===== config.mk =====
export PLATFORM = sky130hd
export DESIGN_NAME = reg_file_param
export DESIGN_NICKNAME = d
export VERILOG_FILES = /design/src/rtl/reg_file_pkg.sv /design/src/rtl/reg_file_scoreboard.sv /design/src/rtl/reg_file_param.sv
export SDC_FILE = /design/constraint.sdc
export NUM_CORES = 1
export LEC_CHECK = 0
export CAP_MARGIN = 10
export CORE_ASPECT_RATIO = 1.1
export CORE_UTILIZATION = 69
export CTS_CLUSTER_DIAMETER = 80
export CTS_CLUSTER_SIZE = 8
export DETAILED_ROUTE_END_ITERATION = 7
export DONT_BUFFER_PORTS = 1
export PLACE_DENSITY_LB_ADDON = 0.3
export SLEW_MARGIN = 20
export SYNTH_ARGS = -nofsm -noshare
export SYNTH_HDL_FRONTEND = slang
export SYNTH_SLANG_ARGS = --single-unit

===== constraint.sdc =====
create_clock -name clk -period 12.7 [get_ports clk]
set_input_delay 1.905 -clock clk [delete_from_list [all_inputs] [get_ports clk]]
set_output_delay 1.905 -clock clk [all_outputs]
set_load 0.02 [all_outputs]

===== src/rtl/reg_file_pkg.sv =====
// rtl/reg_file_pkg.sv - shared constants and helpers for the parametrised register file
package reg_file_pkg;

  localparam int DEFAULT_WIDTH = 16;
  localparam int DEFAULT_DEPTH = 8;

  // Initial register image of the original CPU: entry i sits at bits [i*16 +: 16].
  localparam logic [DEFAULT_DEPTH*DEFAULT_WIDTH-1:0] CPU_RESET_IMAGE = {
    16'd5000, 16'd500, 16'd0, 16'd10000, 16'd1, 16'd100, 16'd1000, 16'd10
  };

  localparam int REG_A  = 0;
  localparam int REG_R2 = 2;

  function automatic int addr_width(input int depth);
    int w;
    w = 1;
    while ((1 << w) < depth) w = w + 1;
    return w;
  endfunction

endpackage


===== src/rtl/reg_file_scoreboard.sv =====
// rtl/reg_file_scoreboard.sv - per-register busy bits: set on lock, cleared on writeback
module reg_file_scoreboard
  import reg_file_pkg::*;
#(
  parameter int DEPTH    = 8,
  parameter bit ZERO_REG = 1'b0,
  parameter int AW       = addr_width(DEPTH)
) (
  input  logic          clk,
  input  logic          rst,
  input  logic          wr_en,
  input  logic [AW-1:0] wr_addr,
  input  logic          lock_en,
  input  logic [AW-1:0] lock_addr,
  input  logic [AW-1:0] rd_addr_a,
  input  logic [AW-1:0] rd_addr_b,
  output logic          busy_a,
  output logic          busy_b
);

  logic [DEPTH-1:0] busy_q;
  logic [DEPTH-1:0] busy_d;

  // Lock is applied after the clear so a same-cycle lock and write leaves a fresh reservation.
  always_comb begin
    busy_d = busy_q;
    if (wr_en) busy_d[wr_addr] = 1'b0;
    if (lock_en) busy_d[lock_addr] = 1'b1;
    if (ZERO_REG) busy_d[0] = 1'b0;
  end

  always_ff @(posedge clk or posedge rst) begin
    if (rst) begin
      busy_q <= '0;
    end else begin
      busy_q <= busy_d;
    end
  end

  assign busy_a = busy_q[rd_addr_a] & ~(wr_en & (wr_addr == rd_addr_a));
  assign busy_b = busy_q[rd_addr_b] & ~(wr_en & (wr_addr == rd_addr_b));

endmodule


===== src/rtl/reg_file_param.sv =====
// rtl/reg_file_param.sv - 2R1W register file with 1-cycle registered reads, write bypass and busy scoreboard
module reg_file_param
  import reg_file_pkg::*;
#(
  parameter int                     WIDTH      = 16,
  parameter int                     DEPTH      = 8,
  parameter int                     AW         = addr_width(DEPTH),
  parameter logic [DEPTH*WIDTH-1:0] RESET_VALS = CPU_RESET_IMAGE,
  parameter bit                     ZERO_REG   = 1'b0,
  parameter int                     DBG_ADDR0  = REG_A,
  parameter int                     DBG_ADDR1  = REG_R2
) (
  input  logic             clk,
  input  logic             rst,
  input  logic             rd_en,
  input  logic [AW-1:0]    rd_addr_a,
  input  logic [AW-1:0]    rd_addr_b,
  output logic [WIDTH-1:0] rd_data_a,
  output logic [WIDTH-1:0] rd_data_b,
  output logic             rd_valid,
  output logic             busy_a,
  output logic             busy_b,
  input  logic             wr_en,
  input  logic [AW-1:0]    wr_addr,
  input  logic [WIDTH-1:0] wr_data,
  input  logic             lock_en,
  input  logic [AW-1:0]    lock_addr,
  output logic [WIDTH-1:0] dbg_data0,
  output logic [WIDTH-1:0] dbg_data1
);

  localparam logic [AW-1:0] DBG0 = AW'(DBG_ADDR0);
  localparam logic [AW-1:0] DBG1 = AW'(DBG_ADDR1);

  logic [WIDTH-1:0] mem_q [DEPTH];
  logic [WIDTH-1:0] rd_data_a_q, rd_data_b_q;
  logic [WIDTH-1:0] rd_data_a_d, rd_data_b_d;
  logic             rd_valid_q;
  logic             wr_hit;

  assign wr_hit = wr_en & ~(ZERO_REG & (wr_addr == '0));

  reg_file_scoreboard #(
    .DEPTH    (DEPTH),
    .ZERO_REG (ZERO_REG),
    .AW       (AW)
  ) u_scoreboard (
    .clk       (clk),
    .rst       (rst),
    .wr_en     (wr_en),
    .wr_addr   (wr_addr),
    .lock_en   (lock_en),
    .lock_addr (lock_addr),
    .rd_addr_a (rd_addr_a),
    .rd_addr_b (rd_addr_b),
    .busy_a    (busy_a),
    .busy_b    (busy_b)
  );

  // Write-first: a same-cycle write to the read address is forwarded, except to a hard-wired zero.
  always_comb begin
    rd_data_a_d = mem_q[rd_addr_a];
    if (wr_en && wr_addr == rd_addr_a) rd_data_a_d = wr_data;
    if (ZERO_REG && rd_addr_a == '0) rd_data_a_d = '0;

    rd_data_b_d = mem_q[rd_addr_b];
    if (wr_en && wr_addr == rd_addr_b) rd_data_b_d = wr_data;
    if (ZERO_REG && rd_addr_b == '0) rd_data_b_d = '0;
  end

  always_ff @(posedge clk or posedge rst) begin
    if (rst) begin
      for (int i = 0; i < DEPTH; i++) begin
        mem_q[i] <= RESET_VALS[i*WIDTH +: WIDTH];
      end
      rd_data_a_q <= '0;
      rd_data_b_q <= '0;
      rd_valid_q  <= 1'b0;
    end else begin
      if (wr_hit) mem_q[wr_addr] <= wr_data;
      if (rd_en) begin
        rd_data_a_q <= rd_data_a_d;
        rd_data_b_q <= rd_data_b_d;
      end
      rd_valid_q <= rd_en & ~(busy_a | busy_b);
    end
  end

  assign rd_data_a = rd_data_a_q;
  assign rd_data_b = rd_data_b_q;
  assign rd_valid  = rd_valid_q;
  assign dbg_data0 = mem_q[DBG0];
  assign dbg_data1 = mem_q[DBG1];

endmodule


=== Word level (Yosys, flattened, before mapping) ===
Index checks and enable logic that the tools add are counted.

* Memories kept: 0
* RAM bits: 0
* Register bits after elaboration: 169
* Bits of input ports: 33
* Bits in latches: 0
* Memory bits (read-only): 0
* Word-level logic and storage cells: 65

* Equality and inequality tests: 2
* $lt $le $gt $ge: 10
* Multiply operators: 0
* Mux-type cells: 21
* Div/mod/pow operators: 0
* Reduce and logical (&&, ||, !) cells: 5
* Bitwise operators: 15
* $add $sub $neg: 0
* Shift-type cells: 0

{| class="wikitable"
|+ Operators by type and width
! operator !! number
|-
| 128-bit bitwise mux || 1
|-
| 16-bit 2-to-1 mux || 7
|-
| 16-bit binary-select mux with 3-bit select || 2
|-
| 16-bit demux with 3-bit select || 1
|-
| 3-bit by 4-bit less-than comparator with 1-bit output, second input constant || 4
|-
| 8-bit 2-to-1 mux || 2
|-
| 4-bit greater-or-equal comparator, second input constant || 3
|-
| 3-bit NOT with 4-bit output || 3
|-
| 8-bit AND || 1
|-
| 8-bit NOT || 1
|-
| 8-bit bitwise OR || 1
|-
| 1-bit binary-select mux with 3-bit select || 2
|-
| 1-bit demux with 3-bit select || 2
|-
| 3-bit == test || 2
|-
| 3-bit by 1-bit greater-or-equal comparator with 1-bit output, second input constant || 2
|-
| 1-bit AND || 5
|-
| 1-bit logical AND || 5
|-
| 4-bit by 1-bit less-than comparator with 1-bit output, second input constant || 1
|-
| 1-bit 2-to-1 mux || 4
|-
| 1-bit NOT || 3
|-
| 1-bit bitwise OR || 1
|}

=== Depth between registers and ports, before layout ===
Gate-level depths: netlist of the first run.

* Depth after elaboration: 9
* Depth in mapped cells: 7

=== By module ===
From an unflattened synthesis of the first run, not the netlist that was laid out.

* Cell total of the unflattened synthesis: 628
* Area, all modules: 9430.3 µm²

{| class="wikitable"
|+ By module, submodules not included
! module !! area an instance (µm²) !! cells each !! instances
|-
| reg_file_param || 8828.5 || 561 || 1
|-
| reg_file_scoreboard || 601.8 || 67 || 1
|}

=== Worst setup path before layout of the first run ===
Ideal clock, no wire load.

* Kind: input-to-output
* Start point: input wr_addr[0]
* End point: output busy_b
* Path slack: 7380 ps
* Cell stages on the path: 5
* Path buffers: 2
* Arrival time: 3415 ps
* Required time: 10795 ps
* Cells stage by stage: buf_4 xnor2_1 and4_4 buf_6 a2111oi_1

* Longest elaborated chain between the ends: 4

{| class="wikitable"
|+ RTL lines
! what !! line !! RTL
|-
| from (decl) || reg_file_param.sv:24 || <nowiki>input logic [AW-1:0] wr_addr,</nowiki>
|-
| 3-bit == test || reg_file_scoreboard.sv:41 || <nowiki>assign busy_b = busy_q[rd_addr_b] & ~(wr_en & (wr_addr == rd_addr_b));</nowiki>
|-
| 1-bit AND || reg_file_scoreboard.sv:41 ||
|-
| 1-bit NOT || reg_file_scoreboard.sv:41 ||
|-
| 1-bit AND || reg_file_scoreboard.sv:41 ||
|-
| to (decl) || reg_file_param.sv:22 || <nowiki>output logic busy_b,</nowiki>
|}

No other way between the ends.

=== Final worst setup path of the first run ===
* Start point: input rd_addr_a[2]
* End point: output busy_a

* Longest elaborated chain between the ends: 4
* Elaborated cells between the ends (all ways): 6

{| class="wikitable"
|+ RTL lines
! what !! line !! RTL
|-
| from (decl) || reg_file_param.sv:16 || <nowiki>input logic [AW-1:0] rd_addr_a,</nowiki>
|-
| branches (longest 3 deep; another with 1-bit binary-select mux with 3-bit select) || - ||
|-
| 1-bit AND (*) || reg_file_scoreboard.sv:40 || <nowiki>assign busy_a = busy_q[rd_addr_a] & ~(wr_en & (wr_addr == rd_addr_a));</nowiki>
|-
| to (decl) || reg_file_param.sv:21 || <nowiki>output logic busy_a,</nowiki>
|}

Every way passes the cells marked *. The select of a mux whose other input is x is not followed.

==> results.py, run 1 <==
metrics = {
    "status": {
        "outcome": "finished, violations left",
        "violations": "DRC",
    },
    "route": {
        "drt-pass1-iter-count": 8,
        "first_iter_violations": 432,
        "ant_nets": 0,
        "vias": 5594,
        "routed_wirelength_um": 20600,
        "vias_per_cell": 7.20,
        "drc": 4,
        "avgRoutedWirePerCell_um": 26.5,
    },
    "clocking": {
        "clk_pin_slew_worst_paths_ps": 60,
        "ctsHtreeMaxLevel": 4,
        "cts_root_buffer": "clkbuf_16",
        "ctsLongestPathBuffers": 2,
        "hold_buffers": 0,
        "cts_tree": "yes",
        "cts-resized-gates": 0,
        "post_cts_buffers": 0,
        "numCtsBuffers": 17,
        "cts_sinks": 169,
        "insertion_delay_ps": 430,
    },
    "sta": {
        "finClkSkew_ps": 7.29,
        "period_needed_ps": 4950,
        "setup_slack_ps": 7750,
        "post-route-period-util_pct": 39.0,
        "relSlewSlack_pct": 21.8,
        "max_freq_mhz": 202,
        "rsz0062_at_grt": "no",
        "hold_viol_final": 0,
        "slew_viol_final": 0,
        "tns_ps": 0,
        "tightestPinTransition_ps": 1170,
        "setup_viol": 0,
    },
    "worst_setup_path": {
        "cp_max_fo": 36,
        "r2r-end": "rd_data_b[10]$_DFFE_PP0P_",
        "cp.required_ps": 10800,
        "r2r_slack_ps": 10960,
        "reg2reg_depth": 4,
        "startpoint_type": "input pin",
        "crit_slowest_cell": "a2111oi_1",
        "cp.arrival_ps": 3050,
        "critPathMaxStageDelay_ps": 470,
        "endpoint_kind": "output pin",
        "critPathKind": "in2out",
        "worstReg2RegStart": "dbg_data0[10]$_DFFE_PP0P_",
        "path_cells": "xnor2_1, and4_4, a2111oi_1, buf_4",
    },
    "pwr": {
        "ir_drop_mv": 0.112,
        "power.total_w": 0.00167,
        "p_per_area_nw_per_um2": 176,
        "power.leakage_nw": 3.80,
    },
    "cells_and_area": {
        "area_growth_pct": 3.36,
        "insertedDiodeCount": 0,
        "fin_area_um2": 9510,
        "multi_input_area_um2": 4200,
        "fin_util_pct": 74.2,
        "seqCellArea_um2": 4260,
        "layout-drive-gt1-share_pct": 42.4,
        "fill_cells": 775,
        "fin_nets": 640,
    },
    "global_routing": {
        "grt_max_degree": 95,
        "grt_pass1_vias": 6050,
        "grt_use_total_pct": 32.2,
        "grt-ovfl-total": 0,
        "antenna_found_initial": 0,
        "grt_pass1_wl_um": 32700,
    },
    "yosys": {
        "synthCells": 675,
        "ys_top_cells_by_area": "dfrtp_1 38%, mux2_2 15%, mux4_2 14%",
        "synth.distinct_cells": 34,
        "avgSynthCellArea_um2": 13.6,
        "synth_warnings": 0,
        "synth_top_area_cell": "dfrtp_1",
        "ys_ff_latch": 169,
        "ys_seq_area_share_pct": 46.4,
        "synth_area_um2": 9200,
        "synth.net_count": 708,
        "synth_top_area_share_pct": 38.4,
    },
    "job": {
        "cap_violations": 0,
    },
    "die": {
        "die_x_um": 112,
        "die_h_um": 123,
        "placementRows": 43,
        "core_area_um2": 12800,
        "initial_core_util_pct": 71.8,
        "die_area_um2": 13800,
        "num_io_pins": 100,
    },
    "place": {
        "hpwl_um": 12600,
        "place_area_um2": 8850,
        "place_ws_ps": 7760,
        "gp_congestion": 0.808,
        "io_buffers": 0,
    },
    "min_path": {
        "holdPathStages": 1,
        "hold_end": "mem_q[51]$_DFFE_PP0P_",
        "min_from": "mem_q[51]$_DFFE_PP0P_",
        "min_path_type": "reg2reg",
    },
}
==> final cells by class <==
class                           count  share of cell area (%)
Sequential cell                   169                    44.9
Multi-Input combinational cell    374                    44.1
Clock buffer                       22                    5.09
Tap cell                          157                    2.07
Clock inverter                     10                    1.50
Inverter                           35                    1.43
Timing Repair Buffer               10                   0.908
==> critical path: cells and delay by family <==
| family | cells | cell delay, ps |
|---|---|---|
| AOI/OAI and AO/OA | 1 | 470 |
| xor gates and xnor gates | 1 | 140 |
| and+or+nand+nor | 1 | 270 |
| buffers and inverters | 1 | 240 |
==> cell usage in the layout (no fill, tap or decap), types with 11 or more instances in the layout <==
cell,netlist,layout
inv_1,35,34
mux4_2,58,58
dfrtp_1,141,141
clkbuf_16,0,17
dfstp_2,28,28
nor2b_1,36,36
nand2_1,11,11
o21ai_0,34,34
mux2_2,121,121
a211oi_1,23,23
o22ai_1,32,32
==> power breakdown <==
| group | internal (W) | total, W | switching, W |
|---|---|---|---|
| combinational | 0.000197 | 0.000301 | 0.000104 |
| clock | 0.000330 | 0.000542 | 0.000211 |
| sequential | 0.000671 | 0.000831 | 0.000160 |
==> state kept, by name (all words and copies together) (netlist names) <==
signal               flops
dbg_data1               16
rd_valid                 1
rd_data_a               16
mem_q                   96
dbg_data0               16
rd_data_b               16
u_scoreboard.busy_q      8
==> cell usage after synthesis (all sizes together) <==
library cell and n:
dfrtp 141, xnor2 6, a211oi 30, mux2 130, buf 83, and4 2
clkbuf 14, a2111oi 4, mux2i 2, nand4 3, nor3 2, nor2 2
nor2b 36, o22ai 32, nand2b 4, nand4b 3, o21ai 34, nand2 11
o32ai 2, a31oi 2, nor3b 3, dfstp 28, inv 35, mux4 66
==> metrics by stage <==
stage / hold slack [ps] / std cells
floorplan: 461 / 675
global placement: 481 / 743
detailed placement: 497 / 743
CTS: 515 / 775
global route: 535 / 777
finish: 519 / 777
==> routing by layer <==
layer  routed length [um]  part of all wire, %  global-route usage, %  up-vias
li1                     -                    -                      -     2344
met1                 7930                   39                   39.1     2956
met2                10600                   52                   55.6      254
met3                 1510                  7.3                   7.60       40
met4                  514                  2.5                   14.2        0
met5                    0                    0                      0        -
==> worst max-delay path by stage <==
| stage | cells after the start | startpoint | slack [ps] | to |
|---|---|---|---|---|
| floorplan | 1 | rst | 6270 | dbg_data0[0]$_DFFE_PP0P_ |
| global placement | 4 | rd_addr_b[1] | 7770 | busy_b |
| detailed placement | 4 | rd_addr_a[1] | 7760 | busy_a |
| CTS | 4 | rd_addr_a[1] | 7760 | busy_a |
| global route | 4 | rd_addr_a[0] | 7730 | busy_a |
| finish | 4 | rd_addr_a[2] | 7750 | busy_a |
==> cell families after synthesis <==
family	count (synthesis)	share of synthesized area, %
AO/OA/AOI/OAI	104	7.59
XOR/XNOR	6	0.571
buffers and inverters	132	8.08
flip-flops	169	46.4
multiplexers	198	32.6
AND/OR/NAND/NOR	66	4.78
Note: power is estimated with default switching activity, not from simulation.
==> inputs of run 2 (changes only) <==
CORE_UTILIZATION = 64   (was 69)
clock period = 4.7 ns   (was 12.7 ns; I/O delays follow)
==> results.py, run 2 (same netlist as run 1, synthesis figures left out) <==
metrics = {
    "status": {
        "outcome": "complete, no violations",
    },
    "route": {
        "routed_wirelength_um": 21100,
        "drt-pass1-iter-count": 4,
        "drc": 0,
        "first_iter_violations": 378,
        "ant_nets": 0,
        "avgRoutedWirePerCell_um": 26.1,
        "vias_per_cell": 6.76,
        "vias": 5464,
    },
    "global_routing": {
        "grt-ovfl-total": 0,
        "antenna_found_initial": 0,
        "grt_use_total_pct": 31.4,
        "grt_pass1_vias": 6104,
        "grt_pass1_wl_um": 33900,
        "grt.met1_usage_pct": 41.0,
        "grt_use_met2_pct": 51.4,
        "grt-busiest-layer": "met2",
        "use_met3_pct": 7.09,
        "grt_max_degree": 170,
    },
    "clocking": {
        "cts_sinks": 169,
        "ctsHtreeMaxLevel": 4,
        "numCtsBuffers": 17,
        "insertion_delay_ps": 430,
        "hold_buffers": 0,
        "cts-resized-gates": 0,
        "cts_tree": "yes",
        "post_cts_buffers": 0,
        "cts_root_buffer": "clkbuf_16",
        "ctsLongestPathBuffers": 2,
        "clk_pin_slew_worst_paths_ps": 60,
    },
    "cells_and_area": {
        "final_cell_mix": "141 x dfrtp_1, 121 x mux2_2, 58 x mux4_2, 36 x nor2b_1",
        "area_growth_pct": 4.58,
        "mostFrequentLayoutCell": "dfrtp_1",
        "layout-drive-gt1-share_pct": 42.6,
        "fin_nets": 640,
        "regMostFlops": "mem_q",
        "insertedDiodeCount": 0,
        "largest_reg_flops": 96,
    },
    "sta": {
        "rsz0062_at_grt": "no",
        "post-route-period-util_pct": 53.6,
        "period_needed_ps": 2520,
        "tns_ps": 0,
        "relSlewSlack_pct": 20.5,
        "max_freq_mhz": 397,
        "hold_viol_final": 0,
        "tightestPinTransition_ps": 1190,
        "slew_viol_final": 0,
        "finClkSkew_ps": 4.98,
        "setup_viol": 0,
        "setup_slack_ps": 2180,
    },
    "die": {
        "die_h_um": 128,
        "num_io_pins": 100,
        "die_area_um2": 14900,
        "placementRows": 45,
        "die_x_um": 116,
        "initial_core_util_pct": 66.1,
        "core_area_um2": 13900,
    },
    "worst_setup_path": {
        "startpoint_type": "input pin",
        "worstReg2RegStart": "dbg_data0[14]$_DFFE_PP0P_",
        "r2r_slack_ps": 2960,
        "reg2reg_depth": 4,
        "cp_max_fo": 36,
        "critPathLaunch": "rd_addr_b[2]",
        "endpoint_kind": "output pin",
        "cp.required_ps": 3990,
        "cp.arrival_ps": 1820,
        "critPathKind": "in2out",
        "r2r-end": "rd_data_b[14]$_DFFE_PP0P_",
    },
    "pwr": {
        "clkPwrFrac_pct": 34.5,
        "comb_power_share_pct": 17.3,
        "p_sw_share_pct": 27.3,
        "ir_drop_mv": 0.264,
        "power.switching_w": 0.00127,
        "intPower_w": 0.00338,
        "p_seq_share_pct": 48.2,
        "power.leakage_nw": 3.84,
        "p_per_area_nw_per_um2": 484,
    },
    "place": {
        "place_ws_ps": 2190,
        "gp_congestion": 0.818,
        "hpwl_um": 12400,
        "io_buffers": 0,
    },
    "job": {
        "cap_violations": 0,
    },
    "min_path": {
        "holdPathStages": 1,
        "min_path_type": "in2reg",
        "min_from": "rd_en",
        "hold_end": "rd_data_b[14]$_DFFE_PP0P_",
    },
}
## run 2: through the flow
step / hold WS, ps / area, um2 / cells / util [%] / power [W]
floorplan: 461 / 9200 / 675 / - / 0.00300
global placement: 481 / 8900 / 774 / 64.0 / 0.00299
detailed placement: 497 / 8920 / 775 / 64.1 / 0.00307
CTS: 364 / 9600 / 807 / 69.1 / 0.00468
global route: 361 / 9620 / 808 / 69.2 / 0.00485
finish: 368 / 9620 / 808 / 69.2 / 0.00465
## run 2: power groups by stage
stage	Clock, W	Combinational [W]	Sequential [W]
floorplan	0	0.000929	0.00207
global placement	0	0.000769	0.00222
detailed placement	0	0.000802	0.00227
CTS	0.00162	0.000810	0.00225
global route	0.00168	0.000871	0.00230
finish	0.00161	0.000804	0.00224
## run 2: worst max-delay path by stage
stage / to / cells past startpoint
5_1_grt: busy_b / 4
3_3_place_gp: busy_b / 4
2_1_floorplan: busy_b / 5
4_1_cts: busy_b / 4
3_5_place_dp: busy_b / 4
6_report: busy_b / 4
## run 2: final cells by class
type                            count  area (um2)
Clock buffer                       20         467
Clock inverter                     12         219
Fill cell                         978        4290
Inverter                           35         135
Multi-Input combinational cell    374        4200
Sequential cell                   169        4260
Tap cell                          188         235
Timing Repair Buffer               10         103
## run 2: metal layers
layer	share of wire, %	routed length, um	up-vias
li1	-	-	2355
met1	39	8170	2865
met3	7.9	1670	31
met5	0	0	-
met4	1.8	386	0
met2	52	10900	213
## run 2: critical path: stages
cell and delay [ps]:
xnor2_1 140, and4_4 290, a2111oi_1 430, buf_4 230
==> inputs of run 3 (changes only) <==
clock period = 2.4 ns   (was 4.7 ns; I/O delays follow)
==> results.py, run 3 (same netlist as run 1, synthesis figures left out) <==
metrics = {
    "pwr": {
        "p_per_area_nw_per_um2": 932,
        "power.switching_w": 0.00249,
        "power.leakage_nw": 3.85,
        "ir_drop_mv": 0.588,
        "comb_power_share_pct": 17.7,
        "p_sw_share_pct": 27.8,
        "intPower_w": 0.00647,
        "p_seq_share_pct": 48.9,
        "clkPwrFrac_pct": 33.4,
    },
    "die": {
        "core_area_um2": 13900,
        "die_area_um2": 14900,
        "placementRows": 45,
        "num_io_pins": 100,
        "initial_core_util_pct": 66.1,
        "die_h_um": 128,
        "die_x_um": 116,
    },
    "place": {
        "gp_congestion": 0.846,
        "hpwl_um": 12700,
        "io_buffers": 0,
        "place_ws_ps": 519,
    },
    "clocking": {
        "clk_pin_slew_worst_paths_ps": 60,
        "hold_buffers": 0,
        "ctsHtreeMaxLevel": 4,
        "cts-resized-gates": 0,
        "cts_tree": "yes",
        "numCtsBuffers": 17,
        "post_cts_buffers": 0,
        "cts_sinks": 169,
        "insertion_delay_ps": 430,
        "ctsLongestPathBuffers": 2,
        "cts_root_buffer": "clkbuf_16",
    },
    "worst_setup_path": {
        "cp.arrival_ps": 1770,
        "worstReg2RegStart": "dbg_data0[12]$_DFFE_PP0P_",
        "r2r_slack_ps": 690,
        "cp.required_ps": 2040,
        "endpoint_kind": "output pin",
        "critPathLaunch": "u_scoreboard.busy_q[6]$_DFF_PP0_",
        "startpoint_type": "flip-flop",
        "r2r-end": "rd_data_b[12]$_DFFE_PP0P_",
        "reg2reg_depth": 4,
        "cp_max_fo": 3,
        "critPathKind": "reg2out",
    },
    "sta": {
        "post-route-period-util_pct": 88.9,
        "slew_viol_final": 0,
        "finClkSkew_ps": 7.43,
        "setup_viol": 0,
        "max_freq_mhz": 469,
        "tns_ps": 0,
        "tightestPinTransition_ps": 898,
        "hold_viol_final": 0,
        "setup_slack_ps": 267,
        "rsz0062_at_grt": "no",
        "relSlewSlack_pct": 40.1,
        "period_needed_ps": 2130,
        "whs_ps": 30.8,
    },
    "cells_and_area": {
        "fin_nets": 647,
        "regMostFlops": "mem_q",
        "largest_reg_flops": 96,
        "area_growth_pct": 4.52,
        "fin_util_pct": 69.1,
        "layout-drive-gt1-share_pct": 43.1,
        "final_cell_mix": "141 x dfrtp_1, 121 x mux2_2, 58 x mux4_2, 36 x nor2b_1",
        "insertedDiodeCount": 0,
        "mostFrequentLayoutCell": "dfrtp_1",
    },
    "global_routing": {
        "grt-ovfl-total": 0,
        "grt_use_met2_pct": 49.7,
        "grt_max_degree": 170,
        "grt-busiest-layer": "met2",
        "antenna_found_initial": 0,
        "grt.met1_usage_pct": 39.3,
        "use_met3_pct": 8.70,
        "grt_pass1_wl_um": 33300,
        "grt_pass1_vias": 6006,
        "grt_use_total_pct": 30.7,
    },
    "route": {
        "drt-pass1-iter-count": 5,
        "ant_nets": 0,
        "vias_per_cell": 6.83,
        "routed_wirelength_um": 20700,
        "avgRoutedWirePerCell_um": 25.4,
        "first_iter_violations": 444,
        "drc": 0,
        "vias": 5564,
    },
    "job": {
        "cap_violations": 0,
    },
    "min_path": {
        "holdPathStages": 1,
        "hold_end": "rd_data_a[15]$_DFFE_PP0P_",
        "min_from": "rd_en",
        "min_path_type": "in2reg",
    },
    "status": {
        "outcome": "complete, no violations",
    },
}
## run 3: cell types whose count changed in the layout (fill, tap and decap cells not counted), sizes merged
cell	delta
buf	+7
bufinv	-1
clkbuf	-1
clkinv	+1
inv	+1
## run 3: per-stage QoR
stage	cell area, um2	cells	total power (W)
detailed placement	8970	783	0.00601
floorplan	9200	675	0.00587
global route	9610	815	0.00934
global placement	8970	783	0.00587
finish	9610	815	0.00896
CTS	9610	815	0.00901
## run 3: how the worst max path moves through the flow
stage / cells past startpoint / to / slack, ps
finish: 4 / busy_b / 270
global route: 4 / busy_b / 220
CTS: 4 / busy_b / 240
detailed placement: 4 / busy_b / 520
global placement: 4 / busy_b / 590
floorplan: 1 / dbg_data0[0]$_DFFE_PP0P_ / -90
## run 3: layer usage
metal	routed length [um]	vias up	part of all wire, %
li1	-	2357	-
met3	1540	47	7.4
met5	0	-	0
met2	10600	230	51
met4	532	0	2.6
met1	8120	2930	39
## run 3: power groups by stage
| stage | logic [W] | clock network, W | registers [W] |
|---|---|---|---|
| 4_1_cts | 0.00160 | 0.00302 | 0.00439 |
| 2_1_floorplan | 0.00182 | 0 | 0.00405 |
| 5_1_grt | 0.00172 | 0.00314 | 0.00448 |
| 6_report | 0.00158 | 0.00299 | 0.00438 |
| 3_5_place_dp | 0.00158 | 0 | 0.00443 |
| 3_3_place_gp | 0.00152 | 0 | 0.00436 |
## run 3: worst max-delay path, stage by stage (launching register included)
cell	delay (ps)
dfrtp_1	380
mux4_2	240
nor2b_1	40
a2111oi_1	450
buf_4	230
## run 3: area by class of cell
class                           count  area, um2
Clock buffer                       19        443
Fill cell                         993       4290
Sequential cell                   169       4260
Timing Repair Buffer               17        140
Clock inverter                     13        199
Inverter                           35        135
Multi-Input combinational cell    374       4200
Tap cell                          188        235
